### src/rtl/imem_arbiter_if.sv
// Instruction-memory port: request and response channels, each valid/ready.
interface imem_arbiter_if #(
  parameter int unsigned ADDR_W = 32,
  parameter int unsigned DATA_W = 32
);
  logic              req_valid;
  logic [ADDR_W-1:0] req_addr;
  logic              req_ready;
  logic              resp_valid;
  logic [DATA_W-1:0] resp_data;
  logic              resp_ready;

  // Requester side: issues requests, consumes responses.
  modport master (
    output req_valid, req_addr, resp_ready,
    input  req_ready, resp_valid, resp_data
  );

  // Memory side: accepts requests, produces responses.
  modport slave (
    input  req_valid, req_addr, resp_ready,
    output req_ready, resp_valid, resp_data
  );
endinterface

### src/rtl/imem_arbiter.sv
// Two-master arbiter onto one imem slave port: round-robin grant with lock
// until handshake, in-order ID FIFO steering responses back to the issuer.
module imem_arbiter #(
  parameter int unsigned ADDR_W    = 32,
  parameter int unsigned DATA_W    = 32,
  parameter int unsigned MAX_OUTST = 4
) (
  input  logic                         clk,
  input  logic                         rst_n,
  imem_arbiter_if.slave                m0,
  imem_arbiter_if.slave                m1,
  imem_arbiter_if.master               s,
  output logic [$clog2(MAX_OUTST):0]   outst_cnt,
  output logic                         err_orphan
);

  localparam int unsigned PTR_W = $clog2(MAX_OUTST);
  localparam int unsigned CNT_W = PTR_W + 1;

  typedef enum logic {IDLE, LOCKED} state_t;

  state_t             state_q, state_d;
  logic               ptr_q, ptr_d;
  logic               lock_id_q, lock_id_d;
  logic               fifo_q [MAX_OUTST];
  logic [PTR_W-1:0]   wr_ptr_q, rd_ptr_q;
  logic [CNT_W-1:0]   cnt_q;
  logic               err_q;

  logic               full, empty;
  logic               gnt_vld, gnt_id;
  logic               push, pop;
  logic               dest;
  logic               orphan;
  logic [ADDR_W-1:0]  gnt_addr;
  logic [DATA_W-1:0]  rsp_data;

  assign full  = (cnt_q == CNT_W'(MAX_OUTST));
  assign empty = (cnt_q == '0);
  assign dest  = fifo_q[rd_ptr_q];

  // State register.
  always_ff @(posedge clk or negedge rst_n) begin
    if (!rst_n) state_q <= IDLE;
    else        state_q <= state_d;
  end

  // Grant selection, lock tracking and request-channel outputs.
  always_comb begin
    state_d   = state_q;
    ptr_d     = ptr_q;
    lock_id_d = lock_id_q;
    gnt_vld   = 1'b0;
    gnt_id    = 1'b0;
    unique case (state_q)
      IDLE: begin
        if (!full) begin
          if (m0.req_valid && m1.req_valid) begin
            gnt_vld = 1'b1;
            gnt_id  = ptr_q;
          end else if (m0.req_valid) begin
            gnt_vld = 1'b1;
            gnt_id  = 1'b0;
          end else if (m1.req_valid) begin
            gnt_vld = 1'b1;
            gnt_id  = 1'b1;
          end
        end
        if (gnt_vld && !s.req_ready) begin
          state_d   = LOCKED;
          lock_id_d = gnt_id;
        end
      end
      LOCKED: begin
        gnt_vld = 1'b1;
        gnt_id  = lock_id_q;
        if (s.req_ready) state_d = IDLE;
      end
      default: state_d = IDLE;
    endcase
    push     = gnt_vld && s.req_ready;
    if (push) ptr_d = ~gnt_id;
    gnt_addr = gnt_id ? m1.req_addr : m0.req_addr;
    s.req_valid  = gnt_vld;
    s.req_addr   = gnt_addr;
    m0.req_ready = gnt_vld && !gnt_id && s.req_ready;
    m1.req_ready = gnt_vld &&  gnt_id && s.req_ready;
  end

  // Response steering: FIFO head picks the destination; orphans are drained.
  always_comb begin
    rsp_data      = s.resp_data;
    m0.resp_data  = rsp_data;
    m1.resp_data  = rsp_data;
    m0.resp_valid = s.resp_valid && !empty && !dest;
    m1.resp_valid = s.resp_valid && !empty &&  dest;
    if (empty) s.resp_ready = s.resp_valid;
    else       s.resp_ready = dest ? m1.resp_ready : m0.resp_ready;
    pop    = s.resp_valid && s.resp_ready && !empty;
    orphan = s.resp_valid && empty;
  end

  // Priority pointer and locked grant ID.
  always_ff @(posedge clk or negedge rst_n) begin
    if (!rst_n) begin
      ptr_q     <= 1'b0;
      lock_id_q <= 1'b0;
    end else begin
      ptr_q     <= ptr_d;
      lock_id_q <= lock_id_d;
    end
  end

  // In-order ID FIFO of granted masters.
  always_ff @(posedge clk or negedge rst_n) begin
    if (!rst_n) begin
      for (int i = 0; i < int'(MAX_OUTST); i++) fifo_q[i] <= 1'b0;
      wr_ptr_q <= '0;
      rd_ptr_q <= '0;
    end else begin
      if (push) begin
        fifo_q[wr_ptr_q] <= gnt_id;
        wr_ptr_q         <= wr_ptr_q + PTR_W'(1);
      end
      if (pop) rd_ptr_q <= rd_ptr_q + PTR_W'(1);
    end
  end

  // Outstanding-request counter.
  always_ff @(posedge clk or negedge rst_n) begin
    if (!rst_n) cnt_q <= '0;
    else if (push && !pop) cnt_q <= cnt_q + CNT_W'(1);
    else if (pop && !push) cnt_q <= cnt_q - CNT_W'(1);
  end

  // Orphan-response pulse.
  always_ff @(posedge clk or negedge rst_n) begin
    if (!rst_n) err_q <= 1'b0;
    else        err_q <= orphan;
  end

  assign outst_cnt  = cnt_q;
  assign err_orphan = err_q;

endmodule

### src/flat_wrapper.sv
// flat-port wrapper written by rule: the top's interface ports become plain ports
module imem_arbiter_flat 
#(
  parameter int unsigned ADDR_W    = 32,
  parameter int unsigned DATA_W    = 32,
  parameter int unsigned MAX_OUTST = 4
)
  (clk, rst_n, outst_cnt, err_orphan, m0_req_valid, m0_req_addr, m0_resp_ready, m0_req_ready, m0_resp_valid, m0_resp_data, m1_req_valid, m1_req_addr, m1_resp_ready, m1_req_ready, m1_resp_valid, m1_resp_data, s_req_valid, s_req_addr, s_resp_ready, s_req_ready, s_resp_valid, s_resp_data);
  imem_arbiter_if #(.ADDR_W(ADDR_W), .DATA_W(DATA_W)) m0_i ();
  imem_arbiter_if #(.ADDR_W(ADDR_W), .DATA_W(DATA_W)) m1_i ();
  imem_arbiter_if #(.ADDR_W(ADDR_W), .DATA_W(DATA_W)) s_i ();
  input  logic clk;
  input  logic rst_n;
  output logic [$clog2(MAX_OUTST):0] outst_cnt;
  output logic err_orphan;
  input wire logic [$bits(m0_i.req_valid)-1:0] m0_req_valid;
  input wire logic [$bits(m0_i.req_addr)-1:0] m0_req_addr;
  input wire logic [$bits(m0_i.resp_ready)-1:0] m0_resp_ready;
  output wire logic [$bits(m0_i.req_ready)-1:0] m0_req_ready;
  output wire logic [$bits(m0_i.resp_valid)-1:0] m0_resp_valid;
  output wire logic [$bits(m0_i.resp_data)-1:0] m0_resp_data;
  input wire logic [$bits(m1_i.req_valid)-1:0] m1_req_valid;
  input wire logic [$bits(m1_i.req_addr)-1:0] m1_req_addr;
  input wire logic [$bits(m1_i.resp_ready)-1:0] m1_resp_ready;
  output wire logic [$bits(m1_i.req_ready)-1:0] m1_req_ready;
  output wire logic [$bits(m1_i.resp_valid)-1:0] m1_resp_valid;
  output wire logic [$bits(m1_i.resp_data)-1:0] m1_resp_data;
  output wire logic [$bits(s_i.req_valid)-1:0] s_req_valid;
  output wire logic [$bits(s_i.req_addr)-1:0] s_req_addr;
  output wire logic [$bits(s_i.resp_ready)-1:0] s_resp_ready;
  input wire logic [$bits(s_i.req_ready)-1:0] s_req_ready;
  input wire logic [$bits(s_i.resp_valid)-1:0] s_resp_valid;
  input wire logic [$bits(s_i.resp_data)-1:0] s_resp_data;
  assign m0_i.req_valid = m0_req_valid;
  assign m0_i.req_addr = m0_req_addr;
  assign m0_i.resp_ready = m0_resp_ready;
  assign m0_req_ready = m0_i.req_ready;
  assign m0_resp_valid = m0_i.resp_valid;
  assign m0_resp_data = m0_i.resp_data;
  assign m1_i.req_valid = m1_req_valid;
  assign m1_i.req_addr = m1_req_addr;
  assign m1_i.resp_ready = m1_resp_ready;
  assign m1_req_ready = m1_i.req_ready;
  assign m1_resp_valid = m1_i.resp_valid;
  assign m1_resp_data = m1_i.resp_data;
  assign s_req_valid = s_i.req_valid;
  assign s_req_addr = s_i.req_addr;
  assign s_resp_ready = s_i.resp_ready;
  assign s_i.req_ready = s_req_ready;
  assign s_i.resp_valid = s_resp_valid;
  assign s_i.resp_data = s_resp_data;
  imem_arbiter #(.ADDR_W(ADDR_W), .DATA_W(DATA_W), .MAX_OUTST(MAX_OUTST)) u_core (.clk(clk), .rst_n(rst_n), .m0(m0_i), .m1(m1_i), .s(s_i), .outst_cnt(outst_cnt), .err_orphan(err_orphan));
endmodule
### config.mk
export PLATFORM = sky130hd
export DESIGN_NAME = imem_arbiter_flat
export DESIGN_NICKNAME = d
export VERILOG_FILES = /design/src/rtl/imem_arbiter_if.sv /design/src/rtl/imem_arbiter.sv /design/src/flat_wrapper.sv
export SDC_FILE = /design/constraint.sdc
export NUM_CORES = 1
export LEC_CHECK = 0
export CORE_AREA = 2 2 82 84
export CTS_BUF_LIST = sky130_fd_sc_hd__clkbuf_4 sky130_fd_sc_hd__clkbuf_8
export DETAILED_ROUTE_END_ITERATION = 8
export DIE_AREA = 0 0 84 86
export HOLD_SLACK_MARGIN = 0.03
export PLACE_DENSITY = 0.91
export SLEW_MARGIN = 30
export SYNTH_ARGS = -nofsm -noshare
export SYNTH_HDL_FRONTEND = slang
export SYNTH_SLANG_ARGS = --single-unit
export TNS_END_PERCENT = 1
### constraint.sdc
create_clock -name clk -period 4.9 [get_ports clk]
set_clock_uncertainty 0.2 [all_clocks]
set_input_delay 0.735 -clock clk [delete_from_list [all_inputs] [get_ports clk]]
set_output_delay 0.735 -clock clk [all_outputs]
set_load 0.02 [all_outputs]
; After elaboration in Yosys (flattened, before gate mapping)
; Index checks and enable logic that the tools add are counted.
[totals]
reg_bits = 15
input_bits = 104
output_inout_bits = 106
elab_cells = 72
[op_classes]
addsub = 4
magnitude_cmp = 3
n_eq_ne = 1
mux = 24
bitwise_logic = 4
n_reduce_logical = 25
[ops]
columns = op, count
row1 = $mux W32, 1
row2 = $logic_and A1 B1 Y1, 16
row3 = $mux W1, 15
row4 = $ge A3 B3 Y1 const B, 2
row5 = $logic_not A1 Y1, 6
row6 = $mux W3, 2
row7 = $not A2 Y3, 2
row8 = $pmux W1 S2, 3
row9 = $add A2 B1 Y2 const B, 2
row10 = $bwmux W4, 1
row11 = $add A3 B1 Y3 const B, 1
row12 = $eq A3 B3 Y1 const B, 1
row13 = $logic_not A3 Y1, 1
row14 = $lt A3 B1 Y1 const B, 1
row15 = $sub A3 B1 Y3 const B, 1
row16 = $bmux W1 S2, 1
row17 = $demux W1 S2, 1
row18 = $not A1 Y1, 2
row19 = $reduce_and A2 Y1, 1
row20 = $reduce_bool A2 Y1, 1

; Logic depth before layout (Yosys ltp)
; Gate-level depths: netlist of run 1.
[logic_depth]
word_depth = 11
depth_mapped = 10

; Worst setup path before layout of run 1
; Ideal clock, no wire load.
[synth_timing]
path_type = input port to flip-flop
startpoint = input port m1_req_valid
endpoint = register u_core.cnt_q[1] (netlist: u_core.outst_cnt[1])
setup_ns = 0.125
arrival_ns = 2.452
slack_ns = 2.124
path_stages = 8
path_buffers = 0
cell_sequence = or2_2 a21oi_4 nand2b_1 inv_1 ha_1 inv_1 fa_1 mux2_2
[synth_between]
elab_chain_len = 10
word_cells_on_any_way = 13
cone_classes = mux (7) / reduce/logical (6)
[synth_rtl]
columns = element, line
row1 = start: declaration, flat_wrapper.sv:22  ; input wire logic [$bits(m1_i.req_valid)-1:0] m1_req_valid;
row2 = $mux W1, imem_arbiter.sv:64  ; end else if (m1.req_valid) begin
row3 = $mux W1, imem_arbiter.sv:61  ; end else if (m0.req_valid) begin
row4 = $mux W1 *, imem_arbiter.sv:58  ; if (m0.req_valid && m1.req_valid) begin
row5 = $mux W1 *, imem_arbiter.sv:57  ; if (!full) begin
row6 = $mux W1 *, imem_arbiter.sv:55  ; unique case (state_q)
row7 = $pmux W1 S2 *, imem_arbiter.sv:55
row8 = $logic_and A1 B1 Y1 *, imem_arbiter.sv:81  ; push = gnt_vld && s.req_ready;
row9 = named net u_core.push, imem_arbiter.sv:32  ; logic push, pop;
row10 = $logic_not A1 Y1, imem_arbiter.sv:133  ; else if (pop && !push) cnt_q <= cnt_q - CNT_W'(1);
row11 = $logic_and A1 B1 Y1, imem_arbiter.sv:133
row12 = $reduce_bool A2 Y1 (no line), n/a
row13 = end signal: assignment, imem_arbiter.sv:132  ; else if (push && !pop) cnt_q <= cnt_q + CNT_W'(1);
row14 = end signal: assignment, imem_arbiter.sv:133
row15 = end: declaration, imem_arbiter.sv:27  ; logic [CNT_W-1:0] cnt_q;
; Mark *: on every way through the listed nets, which the timed path passes. The rest lies on a longest branch. The select of a mux whose other input is x is not followed.
; A chain may end at the register's enable or synchronous reset.

; Worst setup path in the final report of run 1
[layout_timing]
startpoint = input port m0_req_valid
endpoint = output port s_req_addr[28]
[layout_between]
elab_chain_len = 5
word_cells_on_any_way = 6
cone_classes = mux (5) / reduce/logical (1)
[layout_rtl]
columns = element, line
row1 = start: declaration, flat_wrapper.sv:16  ; input wire logic [$bits(m0_i.req_valid)-1:0] m0_req_valid;
row2 = $mux W1 or $logic_and A1 B1 Y1 (tied branches), "imem_arbiter.sv:61, imem_arbiter.sv:58"
row3 = $mux W1 *, imem_arbiter.sv:58
row4 = $mux W1 *, imem_arbiter.sv:57
row5 = $pmux W1 S2 *, imem_arbiter.sv:55
row6 = $mux W32 *, imem_arbiter.sv:83  ; gnt_addr = gnt_id ? m1.req_addr : m0.req_addr;
row7 = end: declaration, flat_wrapper.sv:29  ; output wire logic [$bits(s_i.req_addr)-1:0] s_req_addr;
; Every way passes the cells marked *; elsewhere a longest branch is shown, timed or not.

==> results of run 1 <==
## power by group
part	internal [uW]	total (uW)	switching (uW)
registers	182	236	54.2
logic	419	758	339
clock network	63.0	102	39.5
total	664	1100	432
## synth_stat cells
library cell	count
sky130_fd_sc_hd__dfrtp_1	15
sky130_fd_sc_hd__o21bai_1	1
sky130_fd_sc_hd__xnor2_1	2
sky130_fd_sc_hd__clkbuf_1	1
sky130_fd_sc_hd__o21ai_2	1
sky130_fd_sc_hd__o41ai_1	1
sky130_fd_sc_hd__inv_1	6
sky130_fd_sc_hd__mux2_4	3
sky130_fd_sc_hd__mux2_2	35
sky130_fd_sc_hd__o31ai_1	2
sky130_fd_sc_hd__nor3b_1	1
sky130_fd_sc_hd__buf_6	2
sky130_fd_sc_hd__nand2_1	6
sky130_fd_sc_hd__a21oi_4	1
sky130_fd_sc_hd__buf_2	2
sky130_fd_sc_hd__xor2_1	3
sky130_fd_sc_hd__o21ai_0	3
sky130_fd_sc_hd__and2_1	1
sky130_fd_sc_hd__fa_1	1
sky130_fd_sc_hd__nor2_1	8
sky130_fd_sc_hd__nor2b_1	2
sky130_fd_sc_hd__or2_2	2
sky130_fd_sc_hd__nand3_2	1
sky130_fd_sc_hd__nand2b_1	3
sky130_fd_sc_hd__buf_4	64
sky130_fd_sc_hd__nor3_1	1
sky130_fd_sc_hd__mux2i_1	6
sky130_fd_sc_hd__ha_1	5
sky130_fd_sc_hd__or3b_4	1
## how the worst min path moves through the flow
stage                                   end  slack (ns)  depth (start not counted)
6_report       u_core.lock_id_q$_DFFE_PN0P_        0.30                          2
4_1_cts        u_core.lock_id_q$_DFFE_PN0P_        0.30                          2
3_5_place_dp   u_core.lock_id_q$_DFFE_PN0P_        0.29                          2
3_3_place_gp   u_core.lock_id_q$_DFFE_PN0P_        0.28                          2
5_1_grt        u_core.lock_id_q$_DFFE_PN0P_        0.33                          2
2_1_floorplan   u_core.err_orphan$_DFF_PN0_        0.24                          0
## layer usage
layer / vias up / GRT usage, %
li1: 629 / -
met1: 598 / 12.5
met2: 82 / 19.5
met3: 7 / 6.16
met4: 0 / 1.76
met5: - / 0
## state kept, by name, indices dropped and copies added, names as in the netlist
signal             cells
u_core.rd_ptr_q        2
u_core.outst_cnt       3
u_core.ptr_q           1
u_core.wr_ptr_q        2
u_core.state_q         1
u_core.lock_id_q       1
u_core.err_orphan      1
u_core.fifo_q          4
## cells by family (layout without fill, tap and decap cells)
family | Yosys count | after routing | synth area share, %
mux | 44 | 44 | 28.6
xor+xnor | 5 | 5 | 2.51
flops | 15 | 15 | 21.5
buf+inv | 75 | 124 | 30.9
simple gates | 26 | 26 | 7.80
fa+ha+maj | 6 | 6 | 4.72
compound gates | 9 | 9 | 4.08
## area by class of cell
type | count | share of cell area (%)
Clock buffer | 4 | 1.93
Inverter | 6 | 0.893
Multi-Input combinational cell | 90 | 33.3
Timing Repair Buffer | 114 | 45.1
Sequential cell | 15 | 14.9
Tap cell | 77 | 3.82
## placed cells by master, fill, tap and decap left out, types with 2 or more instances in the layout
master | synthesis | layout
sky130_fd_sc_hd__or2_2 | 2 | 2
sky130_fd_sc_hd__clkdlybuf4s50_1 | 0 | 113
sky130_fd_sc_hd__xor2_1 | 3 | 3
sky130_fd_sc_hd__nor2b_1 | 2 | 2
sky130_fd_sc_hd__nand2_1 | 6 | 6
sky130_fd_sc_hd__nor2_1 | 8 | 8
sky130_fd_sc_hd__o31ai_1 | 2 | 2
sky130_fd_sc_hd__xnor2_1 | 2 | 2
sky130_fd_sc_hd__nand2b_1 | 3 | 3
sky130_fd_sc_hd__inv_1 | 6 | 6
sky130_fd_sc_hd__clkbuf_8 | 0 | 3
sky130_fd_sc_hd__mux2i_1 | 6 | 6
sky130_fd_sc_hd__mux2_4 | 3 | 3
sky130_fd_sc_hd__dfrtp_1 | 15 | 15
sky130_fd_sc_hd__ha_1 | 5 | 5
sky130_fd_sc_hd__o21ai_0 | 3 | 3
sky130_fd_sc_hd__mux2_2 | 35 | 35
## metrics by stage
step | cells | util (%) | cell area (um2) | power, uW | worst slack [ns]
final | 306 | 40.2 | 2520 | 1100 | 1.12
after global routing | 306 | 40.2 | 2520 | 1180 | 0.971
after CTS | 306 | 40.2 | 2520 | 1110 | 1.10
after detailed placement | 302 | 39.4 | 2470 | 1000 | 1.11
after global placement | 302 | 39.4 | 2470 | 986 | 1.12
after floorplan | 180 | - | 1750 | 780 | 2.12
## critical path, delay by kind of cell
| kind | cells | cell delay, ns |
|---|---|---|
| compound gates | 1 | 0.12 |
| buf+inv | 3 | 1.39 |
| mux | 1 | 0.39 |
| simple gates | 2 | 0.19 |
==> key figures, run 1 <==
Timing
  • Slew @ Worst Pin: 0.673 ns
  • Upper clock frequency limit: 265 MHz
  • RSZ-0062 raised after global routing: false
  • Post-layout minimum cycle time: 3.78 ns
  • Final period util: 77.1%
  • Total count of hold-check failures in the final report: 0
  • Max-slew violations: 0
  • Final setup vio count: 0
  • Relative slew margins: 55.0%
  • Setup total negative slack: 0 ns
  • Worst hold slack: 0.297 ns

Worst setup path
  • First element of the critical path: m0_req_valid
  • Worst path cell trace: clkdlybuf4s50_1 -> nand2b_1 -> nand3_2 -> o21ai_4 -> buf_4 -> mux2_2 -> clkdlybuf4s50_1
  • Critical R2R Launch: u_core.outst_cnt[0]$_DFFE_PN0P_
  • Length in cells of the worst reg-to-reg path: 8
  • Type of element launching the critical path: input port
  • Most frequent CP cell: sky130_fd_sc_hd__clkdlybuf4s50_1
  • Data arrival at the endpoint of the critical path: 2.84 ns
  • Type of element capturing the critical path: output port
  • Worst stage delay on the critical path: 0.56 ns
  • Worst-case register-to-register setup slack: 2.05 ns
  • Slowest stage cell on the critical path: sky130_fd_sc_hd__clkdlybuf4s50_1
  • Class of the most critical setup path: in2out
  • Worst R2R End: u_core.outst_cnt[1]$_DFFE_PN0P_
  • Capturing instance or port of the critical path: s_req_addr[28]
  • Critical path fanouts, max: 39
  • Required time worst endpoint: 3.96 ns

Layout
  • Number of inserted diodes: 0
  • Synthesis-to-finish area growth: 44.3%
  • Layout cells sized above 1: 21.4%
  • Register Area: 375 um2
  • Multi-input gate area in the final layout: 841 um2
  • Number of filler cells placed in the layout: 607
  • Final Net Count: 340

Synthesis
  • Summed instance area of the synthesized netlist: 1750 um2
  • Synthesized instance count: 180
  • Top cell type by total area after synthesis: sky130_fd_sc_hd__buf_4
  • Average cell area after synthesis: 9.71 um2
  • Number of library cell types mapped by synthesis: 29
  • Share of Yosys cell area claimed by the top area cell type: 27.5%
  • Count of warnings emitted by yosys: 0
  • Sequential element share of the synthesized area: 21.5%
  • Top area cells in the synthesized netlist: sky130_fd_sc_hd__buf_4, sky130_fd_sc_hd__mux2_2, sky130_fd_sc_hd__dfrtp_1
  • Synthesized Nets: 290
  • Number of register bits inferred by synthesis: 15

CTS
  • Buffers inserted during post-CTS setup optimization: 0
  • Cts bufs inserted: 3
  • Sink count of the clock tree: 15
  • Later-pin clock latency in the skew report: 0.24 ns
  • Total of hold buffers inserted after clock tree synthesis: 0
  • Gates resized, CTS repair: 0
  • Clock Root Buffer: sky130_fd_sc_hd__clkbuf_8
  • CTS tree: done
  • Number of levels the H-tree was split into: 1
  • Clock-pin slew of the registers on the worst-case setup and hold paths: 0.06 ns
  • Max clock buf depth: 2

Drt
  • Met3 wirelength from detailed routing: 539 um
  • Count of nets left with antenna violations after detail routing: 0
  • Vias per inst: 4.30
  • DRT Wirelength: 4.27 mm
  • DR WL met2: 2.15 mm
  • Top metal layer carrying routed signals: met4
  • Number of remaining DRC errors: 0
  • Detailed router's first-iteration violation count: 23
  • Length of routed wiring on met1: 1.54 mm
  • Number of detailed-route iterations in the first pass: 4
  • WL per Instance: 14.0 um
  • Via count of the routed design: 1316

Worst hold path
  • Classification of the worst-slack hold path: reg2reg
  • Worst hold path startpoint: u_core.lock_id_q$_DFFE_PN0P_

Job
  • Max capacitance violation total: 0

Pwr
  • P_leak: 0.00102 uW
  • Max rail drop VDD: 0.374 mV
  • Power Density: 435 nW/um2

Floorplanning
  • Area of the die: 7220 um2
  • Die height: 86 um
  • Core Box Area: 6280 um2
  • Starting density of the core: 27.8%
  • Number of rows in the core area: 29
  • I/O Pins: 210
  • Die width: 84 um

Outcome
  • Run status: finished clean

Global routing
  • Tot GR Track Use: 11.3%
  • Global-route wire length before repair: 6.66 mm
  • Vias in the first global route: 1393
  • Maximum number of pins on one net before global-route repair: 40
  • Antenna violations before repair: 0
  • Global route overflow: 0

Placement
  • Port Buffer Count: 113
  • Global placer's final weighted congestion: 0.720
  • Total half-perimeter wirelength after legalization and detailed placement: 3.59 mm
Note: power is estimated with default switching activity, not from simulation.
==> run 2: changes to the inputs <==
Settings changed: CORE_AREA 2 2 82 84 to unset, CORE_MARGIN set to 2, CORE_UTILIZATION set to 25, DIE_AREA 0 0 84 86 to unset, PLACE_DENSITY 0.91 to 0.87.
Clock period 4.9 ns to 3.15 ns, I/O delays scaled along.
==> key figures, run 2 (same netlist as run 1, synthesis figures left out) <==
Outcome
  • Run status: finished clean

CTS
  • Sink count of the clock tree: 15 (unchanged)
  • Number of levels the H-tree was split into: 1 (unchanged)
  • Total of hold buffers inserted after clock tree synthesis: 0 (unchanged)
  • Cts bufs inserted: 3 (unchanged)
  • CTS tree: done
  • Max clock buf depth: 2 (unchanged)
  • Later-pin clock latency in the skew report: 0.25 ns (about the same)
  • Clock-pin slew of the registers on the worst-case setup and hold paths: 0.06 ns (about the same)
  • Clock Root Buffer: sky130_fd_sc_hd__clkbuf_8

Timing
  • Upper clock frequency limit: 328 MHz
  • Setup total negative slack: 0 ns (unchanged)
  • Slew @ Worst Pin: 0.656 ns (-0.0173 ns)
  • Max-slew violations: 0 (unchanged)
  • Total count of hold-check failures in the final report: 0 (unchanged)
  • RSZ-0062 raised after global routing: false
  • Relative slew margins: 56.1% (+1.2 points)
  • Final period util: 96.8%
  • Final setup vio count: 0 (unchanged)
  • Post-layout minimum cycle time: 3.05 ns
  • Post-route worst setup slack: 0.101 ns (-1.02 ns)

Drt
  • Vias per inst: 4.10 (-4.6%)
  • Met3 wirelength from detailed routing: 489 um (-9.3%)
  • Via count of the routed design: 1350 (+2.6%)
  • Detailed router's first-iteration violation count: 33 (+43%)
  • DR WL met2: 2.13 mm (-0.56%)
  • Top metal layer carrying routed signals: met4
  • Number of remaining DRC errors: 0 (unchanged)
  • Length of routed wiring on met1: 1.68 mm (+8.8%)
  • Count of nets left with antenna violations after detail routing: 0 (unchanged)
  • DRT Wirelength: 4.36 mm (+2.0%)
  • WL per Instance: 13.3 um (-5.1%)
  • Number of detailed-route iterations in the first pass: 4 (unchanged)

Floorplanning
  • Number of rows in the core area: 30 (+3.4%)
  • Starting density of the core: 25.7% (-2.1 points)
  • Die height: 87.6 um (+1.9%)
  • I/O Pins: 210 (unchanged)
  • Core Box Area: 6790 um2 (+8.2%)
  • Area of the die: 7680 um2 (+6.3%)
  • Die width: 87.6 um (+4.3%)

Worst setup path
  • Type of element capturing the critical path: output port
  • Required time worst endpoint: 2.48 ns (-1.48 ns)
  • Critical path fanouts, max: 29 (-26%)
  • Data arrival at the endpoint of the critical path: 2.38 ns (-0.46 ns)
  • Class of the most critical setup path: in2out
  • Type of element launching the critical path: input port

Placement
  • Instance area after placement: 2540 um2 (+2.7%)
  • Port Buffer Count: 113 (unchanged)
  • Total half-perimeter wirelength after legalization and detailed placement: 3.63 mm (+1.1%)
  • Global placer's final weighted congestion: 0.704 (-2.3%)
  • Place WS: 0.0573 ns (-1.05 ns)

Pwr
  • P_leak: 0.00118 uW (+16%)
  • Max rail drop VDD: 0.224 mV (-40%)
  • Power Density: 662 nW/um2 (+52%)

Layout
  • Most common cell after layout, fill and taps aside: sky130_fd_sc_hd__clkdlybuf4s50_1
  • Layout cells sized above 1: 22.7% (+1.3 points)
  • Final standard cell area without fillers: 2630 um2 (+4.1%)
  • Final Net Count: 344 (+1.2%)
  • Commonest non-fill, non-tap cells in the layout: sky130_fd_sc_hd__clkdlybuf4s50_1, sky130_fd_sc_hd__mux2_2, sky130_fd_sc_hd__dlymetal6s2s_1, sky130_fd_sc_hd__dfrtp_1, sky130_fd_sc_hd__nor2_1
  • Max FFs per register: 4 (unchanged)
  • Synthesis-to-finish area growth: 50.3%
  • Register with the most flip-flops: u_core.fifo_q
  • Number of inserted diodes: 0 (unchanged)

Job
  • Max capacitance violation total: 0 (unchanged)

Global routing
  • Global route overflow: 0 (unchanged)
  • Maximum number of pins on one net before global-route repair: 30 (-25%)
  • Antenna violations before repair: 0 (unchanged)
  • Vias in the first global route: 1329 (-4.6%)
  • Global-route wire length before repair: 6.21 mm (-6.7%)
  • Tot GR Track Use: 10.2% (-1.1 points)

Worst hold path
  • Classification of the worst-slack hold path: reg2reg
==> run 2: changes by cell type in the layout (fill, tap and decap cells not counted) <==
cell,delta
sky130_fd_sc_hd__clkdlybuf4s50_1,-15
sky130_fd_sc_hd__dlymetal6s2s_1,+15
sky130_fd_sc_hd__buf_4,+3
sky130_fd_sc_hd__buf_12,+1
==> run 2: path summary, 6_finish.rpt <==
kind | startpoint | endpoint | slack, ns | depth (start not counted)
worst max-delay path | m0_req_valid | s_req_addr[21] | 0.10 | 7
worst min-delay path | u_core.lock_id_q$_DFFE_PN0P_ | u_core.lock_id_q$_DFFE_PN0P_ | 0.31 | 2
worst max register to register | u_core.rd_ptr_q[1]$_DFFE_PN0P_ | u_core.outst_cnt[1]$_DFFE_PN0P_ | 0.49 | 8
worst min register to register | u_core.lock_id_q$_DFFE_PN0P_ | u_core.lock_id_q$_DFFE_PN0P_ | 0.31 | 2
max in group asynchronous | rst_n | u_core.ptr_q$_DFFE_PN0P_ | 1.90 | 1
min in group asynchronous | rst_n | u_core.rd_ptr_q[0]$_DFFE_PN0P_ | 0.43 | 1
==> run 2: layout make-up <==
cell class	count	area [um2]
fill	674	4170
clock buffer	4	48.8
multi-input combinational	90	841
inverter	6	22.5
tap	96	120
timing repair buffer	118	1220
sequential	15	375
==> run 2: power by group <==
| group | internal [uW] | switching, uW |
|---|---|---|
| Clock | 98.2 | 65.2 |
| Sequential | 283 | 86.4 |
| Combinational | 670 | 535 |
==> run 2: metrics by stage <==
stage / hold slack [ns] / util [%] / cells / total power (uW)
after floorplan: -0.0231 / - / 180 / 1210
after global placement: 0.274 / 37.4 / 325 / 1560
after detailed placement: 0.297 / 37.4 / 325 / 1600
after CTS: 0.309 / 38.1 / 329 / 1770
after global routing: 0.315 / 38.7 / 329 / 1860
final: 0.305 / 38.7 / 329 / 1740
==> run 2: worst max-delay path: stages <==
cell and delay (ns):
sky130_fd_sc_hd__clkdlybuf4s50_1 0.42, sky130_fd_sc_hd__nand2b_1 0.09, sky130_fd_sc_hd__nand3_2 0.10, sky130_fd_sc_hd__o21ai_4 0.17, sky130_fd_sc_hd__buf_12 0.21, sky130_fd_sc_hd__mux2_2 0.35, sky130_fd_sc_hd__clkdlybuf4s50_1 0.54
==> run 2: per-layer routing <==
metal	GRT usage, %	up-vias
met5	0	-
met4	3.08	0
met3	4.52	8
met2	16.0	87
met1	12.6	618
li1	-	637
==> run 2: repair_timing <==
action / CTS / global route
buffers inserted: 0 / 0
resized for setup: 0 / 15
endpoints found under the setup margin: 0 / 15
